[src/rtl/imem_pkg.sv]
// rtl/imem_pkg.sv - shared constants and state encoding for the instruction memory boot controller
//
// Purpose: instruction memory geometry, the NOP substituted for blocked or
// faulting fetches, and the controller state encoding.
// Ports: none (package).

package imem_pkg;

  localparam int          DEPTH     = 64;
  localparam int          AW        = $clog2(DEPTH);
  localparam logic [31:0] NOP_INSTR = 32'h0000_0033;  // add x0,x0,x0

  typedef enum logic [1:0] {
    ST_HOLD = 2'd0,
    ST_LOAD = 2'd1,
    ST_RUN  = 2'd2
  } state_e;

endpackage

[src/rtl/byte_packer.sv]
// rtl/byte_packer.sv - four-byte little-endian word assembler
//
// Purpose: collects accepted loader bytes into a 32-bit word, first byte in
// [7:0], fourth byte in [31:24].
// Ports:
//   clk, rst       clock, asynchronous active-high reset
//   clr_i          drop any partial word and restart at byte 0
//   byte_valid_i   a byte is accepted this cycle
//   byte_data_i    the accepted byte
//   word_valid_o   this cycle's byte completes a word (combinational)
//   word_o         the completed word, valid with word_valid_o

module byte_packer (
  input  logic        clk,
  input  logic        rst,
  input  logic        clr_i,
  input  logic        byte_valid_i,
  input  logic [7:0]  byte_data_i,
  output logic        word_valid_o,
  output logic [31:0] word_o
);

  logic [1:0]  byte_cnt_q;
  logic [23:0] buf_q;

  // The fourth byte is not stored; it is forwarded straight into the word so
  // the write can be issued on the very next cycle.
  assign word_valid_o = byte_valid_i && (byte_cnt_q == 2'd3);
  assign word_o       = {byte_data_i, buf_q};

  always_ff @(posedge clk or posedge rst) begin
    if (rst) begin
      byte_cnt_q <= 2'd0;
      buf_q      <= 24'd0;
    end else if (clr_i) begin
      byte_cnt_q <= 2'd0;
    end else if (byte_valid_i) begin
      case (byte_cnt_q)
        2'd0:    buf_q[7:0]   <= byte_data_i;
        2'd1:    buf_q[15:8]  <= byte_data_i;
        2'd2:    buf_q[23:16] <= byte_data_i;
        default: ;
      endcase
      byte_cnt_q <= byte_cnt_q + 2'd1;
    end
  end

endmodule

[src/rtl/imem_boot_ctrl.sv]
// rtl/imem_boot_ctrl.sv - instruction memory loader, fetch arbiter and NOP substitution
//
// Purpose: owns the instruction memory write port. In LOAD it packs loader
// bytes into words and writes them from address 0 upward; in RUN it hands
// the address path to the CPU. Outside RUN, or on a bad fetch address, the
// CPU sees NOP_INSTR.
// Ports:
//   clk, rst                   clock, asynchronous active-high reset
//   load_start, load_len       start/restart a load of load_len words (clamped to DEPTH)
//   byte_valid/data/ready      loader byte stream handshake
//   cpu_pc, cpu_instr          CPU fetch address and returned instruction
//   cpu_stall                  CPU must hold its PC
//   mem_addr/rdata/we/wdata    instruction memory port
//   load_done                  one-cycle pulse on load completion
//   fetch_fault                sticky bad-fetch flag, cleared by load_start

module imem_boot_ctrl #(
  parameter int          DEPTH     = imem_pkg::DEPTH,
  parameter bit          START_RUN = 1'b1,
  parameter logic [31:0] NOP_INSTR = imem_pkg::NOP_INSTR
) (
  input  logic                     clk,
  input  logic                     rst,
  input  logic                     load_start,
  input  logic [$clog2(DEPTH):0]   load_len,
  input  logic                     byte_valid,
  input  logic [7:0]               byte_data,
  output logic                     byte_ready,
  input  logic [31:0]              cpu_pc,
  output logic [31:0]              cpu_instr,
  output logic                     cpu_stall,
  output logic [$clog2(DEPTH)-1:0] mem_addr,
  input  logic [31:0]              mem_rdata,
  output logic                     mem_we,
  output logic [31:0]              mem_wdata,
  output logic                     load_done,
  output logic                     fetch_fault
);

  import imem_pkg::state_e;
  import imem_pkg::ST_HOLD;
  import imem_pkg::ST_LOAD;
  import imem_pkg::ST_RUN;

  localparam int           AW          = $clog2(DEPTH);
  localparam logic [AW:0]  LEN_MAX     = (AW+1)'(DEPTH);
  localparam state_e       RESET_STATE = state_e'(START_RUN ? ST_RUN : ST_HOLD);

  state_e        state_q, state_d;
  logic [AW:0]   len_q, len_d;
  logic [AW:0]   word_cnt_q, word_cnt_d;
  logic          byte_ready_q, byte_ready_d;
  logic          mem_we_q, mem_we_d;      // doubles as the pending-write flag
  logic [31:0]   mem_wdata_q, mem_wdata_d;
  logic          load_done_q, load_done_d;
  logic          fetch_fault_q, fetch_fault_d;

  logic [AW:0]   len_clamped;
  logic [AW:0]   word_cnt_inc;
  logic          fetch_ok;
  logic          byte_acc;
  logic          word_valid;
  logic [31:0]   word;

  assign len_clamped  = (load_len > LEN_MAX) ? LEN_MAX : load_len;
  assign word_cnt_inc = word_cnt_q + 1'b1;
  assign fetch_ok     = (cpu_pc[31:AW+2] == '0) && (cpu_pc[1:0] == 2'b00);

  // load_start takes priority: a byte offered in the same cycle is dropped.
  assign byte_acc = (state_q == ST_LOAD) && byte_valid && byte_ready_q && !load_start;

  byte_packer u_packer (
    .clk          (clk),
    .rst          (rst),
    .clr_i        (load_start),
    .byte_valid_i (byte_acc),
    .byte_data_i  (byte_data),
    .word_valid_o (word_valid),
    .word_o       (word)
  );

  always_comb begin
    state_d       = state_q;
    len_d         = len_q;
    word_cnt_d    = word_cnt_q;
    byte_ready_d  = byte_ready_q;
    mem_we_d      = 1'b0;
    mem_wdata_d   = mem_wdata_q;
    load_done_d   = 1'b0;
    fetch_fault_d = fetch_fault_q;

    if (load_start) begin
      // Start or restart: any pending write is dropped because mem_we_d
      // stays low, and the packer discards its partial word.
      len_d         = len_clamped;
      word_cnt_d    = '0;
      fetch_fault_d = 1'b0;
      if (len_clamped == '0) begin
        state_d      = ST_RUN;
        load_done_d  = 1'b1;
        byte_ready_d = 1'b0;
      end else begin
        state_d      = ST_LOAD;
        byte_ready_d = 1'b1;
      end
    end else begin
      case (state_q)
        ST_LOAD: begin
          if (mem_we_q) begin
            word_cnt_d = word_cnt_inc;
            if (word_cnt_inc == len_q) begin
              state_d      = ST_RUN;
              load_done_d  = 1'b1;
              byte_ready_d = 1'b0;
            end else begin
              byte_ready_d = 1'b1;
            end
          end else if (word_valid) begin
            mem_we_d     = 1'b1;
            mem_wdata_d  = word;
            byte_ready_d = 1'b0;
          end
        end
        ST_RUN: begin
          if (!fetch_ok) fetch_fault_d = 1'b1;
        end
        ST_HOLD: ;
        default: begin
          state_d      = ST_HOLD;
          byte_ready_d = 1'b0;
        end
      endcase
    end
  end

  always_ff @(posedge clk or posedge rst) begin
    if (rst) begin
      state_q       <= RESET_STATE;
      len_q         <= '0;
      word_cnt_q    <= '0;
      byte_ready_q  <= 1'b0;
      mem_we_q      <= 1'b0;
      mem_wdata_q   <= 32'd0;
      load_done_q   <= 1'b0;
      fetch_fault_q <= 1'b0;
    end else begin
      state_q       <= state_d;
      len_q         <= len_d;
      word_cnt_q    <= word_cnt_d;
      byte_ready_q  <= byte_ready_d;
      mem_we_q      <= mem_we_d;
      mem_wdata_q   <= mem_wdata_d;
      load_done_q   <= load_done_d;
      fetch_fault_q <= fetch_fault_d;
    end
  end

  // Address arbitration: the CPU owns the path only in RUN.
  always_comb begin
    mem_addr = '0;
    case (state_q)
      ST_RUN:  mem_addr = cpu_pc[AW+1:2];
      ST_LOAD: mem_addr = word_cnt_q[AW-1:0];
      default: mem_addr = '0;
    endcase
  end

  assign cpu_stall   = (state_q != ST_RUN);
  assign cpu_instr   = ((state_q == ST_RUN) && fetch_ok) ? mem_rdata : NOP_INSTR;
  assign byte_ready  = byte_ready_q;
  assign mem_we      = mem_we_q;
  assign mem_wdata   = mem_wdata_q;
  assign load_done   = load_done_q;
  assign fetch_fault = fetch_fault_q;

endmodule

[config.mk]
export PLATFORM = sky130hd
export DESIGN_NAME = imem_boot_ctrl
export DESIGN_NICKNAME = d
export VERILOG_FILES = /design/src/rtl/imem_pkg.sv /design/src/rtl/byte_packer.sv /design/src/rtl/imem_boot_ctrl.sv
export SDC_FILE = /design/constraint.sdc
export NUM_CORES = 1
export LEC_CHECK = 0
export BUFFER_PORTS_ARGS = -buffer_cell sky130_fd_sc_hd__buf_2
export CORE_UTILIZATION = 38
export CTS_CLUSTER_DIAMETER = 80
export DETAILED_ROUTE_END_ITERATION = 7
export PLACE_DENSITY_LB_ADDON = 0.25
export SYNTH_ARGS = -nofsm -noshare
export SYNTH_HDL_FRONTEND = slang
export SYNTH_SLANG_ARGS = --single-unit
[constraint.sdc]
create_clock -name clk -period 2 [get_ports clk]
set_input_delay 0.1 -clock clk [delete_from_list [all_inputs] [get_ports clk]]
set_output_delay 0.1 -clock clk [all_outputs]
set_load 0.02 [all_outputs]
# ---- After elaboration in Yosys (flattened, before gate mapping)
# Index checks and enable logic that the tools add are counted.
dict set report op_classes {
  n_mux 31
  n_reduce_logical 25
  bitwise 2
  shifts 0
  magnitude_cmp 1
  eq_ne 12
  addsub 2
  n_div 0
  n_mul 0
}
# operator n
set ops {}
lappend ops {{$mux 32} 1}
lappend ops {{$mux 7} 4}
lappend ops {{$logic_not 24->1} 1}
lappend ops {{$mux 1} 17}
lappend ops {{$mux 2} 6}
lappend ops {{$pmux 6 s2} 1}
lappend ops {{$reduce_and 3->1} 4}
lappend ops {{$reduce_bool 2->1} 4}
lappend ops {{$add 7x1->7 const B} 1}
lappend ops {{$eq 7x7->1} 1}
lappend ops {{$gt 7x7->1 const B} 1}
lappend ops {{$logic_not 7->1} 1}
lappend ops {{$eq 2x2->1 const B} 3}
lappend ops {{$logic_and 1x1->1} 6}
lappend ops {{$logic_not 2->1} 3}
lappend ops {{$reduce_and 2->1} 3}
lappend ops {{$eq 2x1->1 const B} 2}
lappend ops {{$ne 2x2->1 const B} 2}
lappend ops {{$ne 4x3->1 const B} 1}
lappend ops {{$pmux 2 s2} 1}
lappend ops {{$reduce_and 4->1} 1}
lappend ops {{$ne 3x2->1 const B} 1}
lappend ops {{$ne 3x3->1 const B} 1}
lappend ops {{$add 2x1->2 const B} 1}
lappend ops {{other kinds (5)} 6}
dict set report word_totals {
  output_inout_bits 75
  ramBits 0
  register_bits 78
  word_cells 85
  memories 0
  in_bits 83
  mem_bits_ro 0
  latchBits 0
}

# ---- Logic depth before layout (Yosys ltp)
dict set report logic_depth {
  word_depth 9
  depth_mapped 8
  ltp_nobuf 7
}

# ---- Hierarchy
# From an unflattened synthesis, not the netlist that was laid out.
dict set report unflattened {
  cells_unflattened 332
  area_unflattened_um2 3926.3
}
# module seq_area_each_um2 instances area_each_um2 cells_each
set modules_own_cells {}
lappend modules_own_cells {imem_boot_ctrl 1302.5 1 2775.2 258}
lappend modules_own_cells {byte_packer 650.6 1 1151.1 74}

# ---- Worst setup path before layout
# No wires, ideal clock.
dict set report synth_path {
  kind {flip-flop to flip-flop}
  from {register state_q[1]}
  to {register mem_wdata_q[24] (netlist: mem_wdata[24])}
  path_buffers 2
  period_less_slack_ns 1.832
  stages_incl_launch_ff 9
  path_slack_ns 0.168
  setup_time_ns 0.125
  required_ns 1.875
  arrival_time_ns 1.707
  cell_sequence {dfstp_2 > inv_1 > ha_1 > nand3_2 > nor2_2 > and3_1 > buf_2 > buf_4 > mux2_2}
}
dict set report synth_via {
  elab_chain_cells 6
}
# element line_no
set synth_rtl {}
lappend synth_rtl {{from (decl)} imem_boot_ctrl.sv:49} ;# state_e state_q, state_d;
lappend synth_rtl {{from (signal assigned)} imem_boot_ctrl.sv:147} ;# state_q <= state_d;
lappend synth_rtl {{$eq 2x1->1 *} {imem_boot_ctrl.sv:70, imem_boot_ctrl.sv:107}}
lappend synth_rtl {{$logic_and 1x1->1 (3 in a row)} imem_boot_ctrl.sv:70} ;# assign byte_acc = (state_q == ST_LOAD) && byte_valid && byte_ready_q && !load_start;
lappend synth_rtl {{$logic_and 1x1->1} byte_packer.sv:28} ;# assign word_valid_o = byte_valid_i && (byte_cnt_q == 2'd3);
lappend synth_rtl {{$reduce_and 4->1 (no line) *} --}
lappend synth_rtl {{to (signal assigned)} imem_boot_ctrl.sv:152} ;# mem_wdata_q <= mem_wdata_d;
lappend synth_rtl {{to (decl)} imem_boot_ctrl.sv:54} ;# logic [31:0] mem_wdata_q, mem_wdata_d;
# Every way passes the cells marked *; elsewhere a longest branch is shown, timed or not.
# A chain may end at the register's enable or synchronous reset.

# ---- Final worst setup path
dict set report layout_path {
  from {register state_q[1]}
  to {output cpu_instr[0]}
}
dict set report layout_via {
  elab_chain_cells 3
}
# element line_no
set layout_rtl {}
lappend layout_rtl {{$eq 2x2->1} imem_boot_ctrl.sv:169} ;# assign cpu_instr = ((state_q == ST_RUN) && fetch_ok) ? mem_rdata : NOP_INSTR;
lappend layout_rtl {{$logic_and 1x1->1} imem_boot_ctrl.sv:169}
lappend layout_rtl {{$mux 32} imem_boot_ctrl.sv:169}
lappend layout_rtl {{to (decl)} imem_boot_ctrl.sv:30} ;# output logic [31:0] cpu_instr,
# No other way between the ends.

==> flow_metrics.tcl <==
set metrics [dict create \
    synth_top_area_share 0.520 \
    violations "setup timing" \
    dieArea_um2 10100 \
    rr_endpoint "mem_wdata[0]" \
    nNetsFinal 573 \
    syn_inst 309 \
    leakage_nw 2.68 \
    sw_frac_of_total 0.264 \
    rr_worst_depth 7 \
    yosysMostFrequentCell "dfrtp_1" \
    ys.flop_type "dfrtp_1" \
    max_freq_mhz 487 \
    num_rows 35 \
    finalWorstSetupSlack_ps -52.3 \
    start_util 0.397 \
    hold_class "input pin to flop" \
    slew_headroom 0.670 \
    r2r_start "state_q[1]" \
    cp-start-kind "flop" \
    grt_antenna_before_repair 0 \
    core_area_um2 9330 \
    rsz0062_at_grt "yes" \
    port_buffers 157 \
    critPathKind "flop to output pin" \
    antennaDiodeCount 0 \
    cts_root_buffer "clkbuf_8" \
    r2r_slack_ps 100 \
    place_congestion 0.840 \
    hold_end "len_q[4]" \
    cts_made_buffers 9 \
    total_power_mw 3.42 \
    clockBufferDepth 2 \
    finalNonFillerCells 616 \
    synth_common_cells "77 x dfrtp_1, 57 x mux2_2, 28 x and2_1" \
    layout-drive-gt1-share 0.546 \
    p_per_area_nw_per_um2 661 \
    clk_latency_ps 350 \
    grt_start_max_net_pins 79 \
    track_usage 0.179 \
    post_synth_fa_ha_maj_area_fraction 0.0270 \
    fin_crit_sh 1.03 \
    skew_ps 12.6 \
    irDropWorstVdd_mv 0.455 \
    viasPerCell 4.83 \
    drc 0 \
    ys_seq_elements 78 \
    synth_area_per_cell_um2 12.0 \
    vias 2975 \
    grt_first_pass_wirelength_um 14000 \
    cts_tree "built" \
    hold_viol 0 \
    ant_nets 0 \
    syn_area_um2 3700 \
    max_cap_viol_count 0 \
    slew_viol_final 0 \
    ctsHtreeMaxLevel 3 \
    avgRoutedWirePerCell_um 15.1 \
    p_seq_frac 0.532 \
    ioPinCount 158 \
    synth_warnings 0 \
    synth.area.mux_share 0.176 \
    die_h_um 101 \
    fin_crit_ps 2050 \
    grt_pass1_vias 2841 \
    pwr-share-comb 0.141 \
    yosysSeqAreaShare 0.527 \
    hold_start "load_len[4]" \
    fp.dieW_um 101 \
    worstMarginPinSlew_ps 492 \
    synth_top_family_by_area "multiplexers" \
    dp_cells 592 \
    status "complete, but fails checks" \
    fillCellCount 838 \
    netlist_top_cells_area "dfrtp_1 52%, mux2_2 17%, and2_1 4.7%, ha_1 2.7%, nand2_1 1.4%" \
    cts_sinks 78 \
    hold_depth 3 \
    gr-total-overflow 0 \
    pwr-share-clk 0.327 \
    synthDistinctLibCells 42 \
    synth_compound_area_frac 0.0649 \
    crit_required_ps 1900 \
    async_reset_ff_frac 1.00 \
    area_delta_synth_final_pct 39.6 \
    synth-edff-count 0 \
    synth.largest_area_cell "dfrtp_1" \
    syn_nets 400 \
    arrival_ps 1950 \
    p_sw_mw 0.901 \
    first_iter_violations 77 \
    setup_viol 1 \
    p_int_mw 2.52 \
    path_max_fanout 6 \
    synth_xor_area_frac 0.0284 \
    first_pass_iters 4 \
    critPathCaptureType "output pin" \
    dp_hpwl_um 6380 \
    drt-total-wl_um 9300 \
    clk_pin_slew_worst_paths_ps 80 \
    synth_simple_gate_area_share 0.146 \
]
-- how the worst max path moves through the flow --
stage                             start             to  slack [ps]
after global placement    word_cnt_q[1]     state_q[0]          90
after detailed placement  word_cnt_q[1]     state_q[0]          90
after global routing         state_q[1]   cpu_instr[0]        -110
final                        state_q[1]   cpu_instr[0]         -50
after floorplan              state_q[1]  mem_wdata[24]         170
after CTS                    state_q[0]   cpu_instr[0]           8
-- worst max-delay path, cell delays in order (launching register included) --
cell and delay [ps]:
dfstp_2 570, ha_4 170, inv_4 50, nor3_4 200
buf_12 150, buf_8 100, or2b_1 230, buf_6 130
-- sequential cells by signal, summed over array words and instances, names as in the netlist --
register and flops:
u_packer.byte_cnt_q 2, fetch_fault 1, word_cnt_q 7, len_q 7
mem_wdata 32, u_packer.buf_q 24, state_q 2, mem_we 1
load_done 1, byte_ready 1
-- layout by cell type (no fill, tap or decap), drive strengths merged, types with 2 or more instances in the layout --
| cell | netlist | layout |
|---|---|---|
| or3 | 3 | 3 |
| xnor2 | 6 | 6 |
| nor2 | 11 | 11 |
| nand2b | 2 | 2 |
| a22oi | 6 | 6 |
| nor2b | 8 | 8 |
| and2 | 28 | 28 |
| clkinv | 0 | 3 |
| xor2 | 6 | 6 |
| inv | 9 | 10 |
| and3 | 2 | 2 |
| nand3 | 9 | 9 |
| o211ai | 2 | 2 |
| dlygate4sd3 | 0 | 2 |
| nor4 | 9 | 9 |
| or2b | 2 | 2 |
| a211oi | 3 | 3 |
| mux2 | 57 | 57 |
| a21oi | 6 | 6 |
| o21ai | 7 | 7 |
| nor3 | 5 | 5 |
| o2bb2ai | 6 | 6 |
| buf | 8 | 173 |
| nand2 | 14 | 14 |
| clkbuf | 6 | 12 |
| ha | 8 | 8 |
| dfrtp | 77 | 77 |
-- kinds of logic after synthesis --
family                   count (synthesis)
XOR/XNOR                                12
multiplexers                            58
buffers and inverters                   23
AND/OR/NAND/NOR                         96
flip-flops                              78
adder cells (fa/ha/maj)                  8
AO/OA/AOI/OAI                           34
-- what timing repair did --
action | CTS | global route
pin swaps | 1 | 3
endpoints found under the setup margin | 28 | 66
setup buffers | 0 | 2
cloned | 2 | 2
resized for setup | 5 | 60
hold buffers | 1 | 1
hold endpoints to repair | 77 | 3
-- cell type report --
cell class                 instances  area [µm²]  area share
timing repair buffer             176        1120       0.217
clock buffer                      11         151      0.0293
clock inverter                     5        40.0     0.00774
inverter                           9        40.0     0.00774
multi-input combinational        208        1700       0.329
sequential                        78        1950       0.378
tap                              129         161      0.0312
-- metal layers --
| metal | global-route usage | wire length, µm | up-vias |
|---|---|---|---|
| met5 | 0 | 0 | - |
| met4 | 0.0513 | 127 | 0 |
| met3 | 0.0562 | 451 | 12 |
| met2 | 0.280 | 4680 | 77 |
| met1 | 0.239 | 4040 | 1465 |
| li1 | - | - | 1421 |
-- per-stage QoR --
step	setup TNS (ps)	util	worst slack, ps	area, µm²	hold slack [ps]
after floorplan	0	-	168	3710	249
after detailed placement	0	0.503	88.6	4690	253
after global routing	-915	0.554	-108	5170	1.24
final	-52.3	0.554	-52.3	5170	15.0
after global placement	0	0.503	94.3	4690	240
after CTS	0	0.528	7.98	4920	0.932
-- power groups by stage --
stage | Clock, mW | Combinational (mW) | Sequential, mW
finish | 1.12 | 0.481 | 1.82
global route | 1.24 | 0.534 | 1.84
CTS | 1.16 | 0.475 | 1.82
detailed placement | 0 | 0.465 | 1.85
global placement | 0 | 0.449 | 1.84
floorplan | 0 | 0.286 | 1.83
Note: power is estimated with default switching activity, not from simulation.
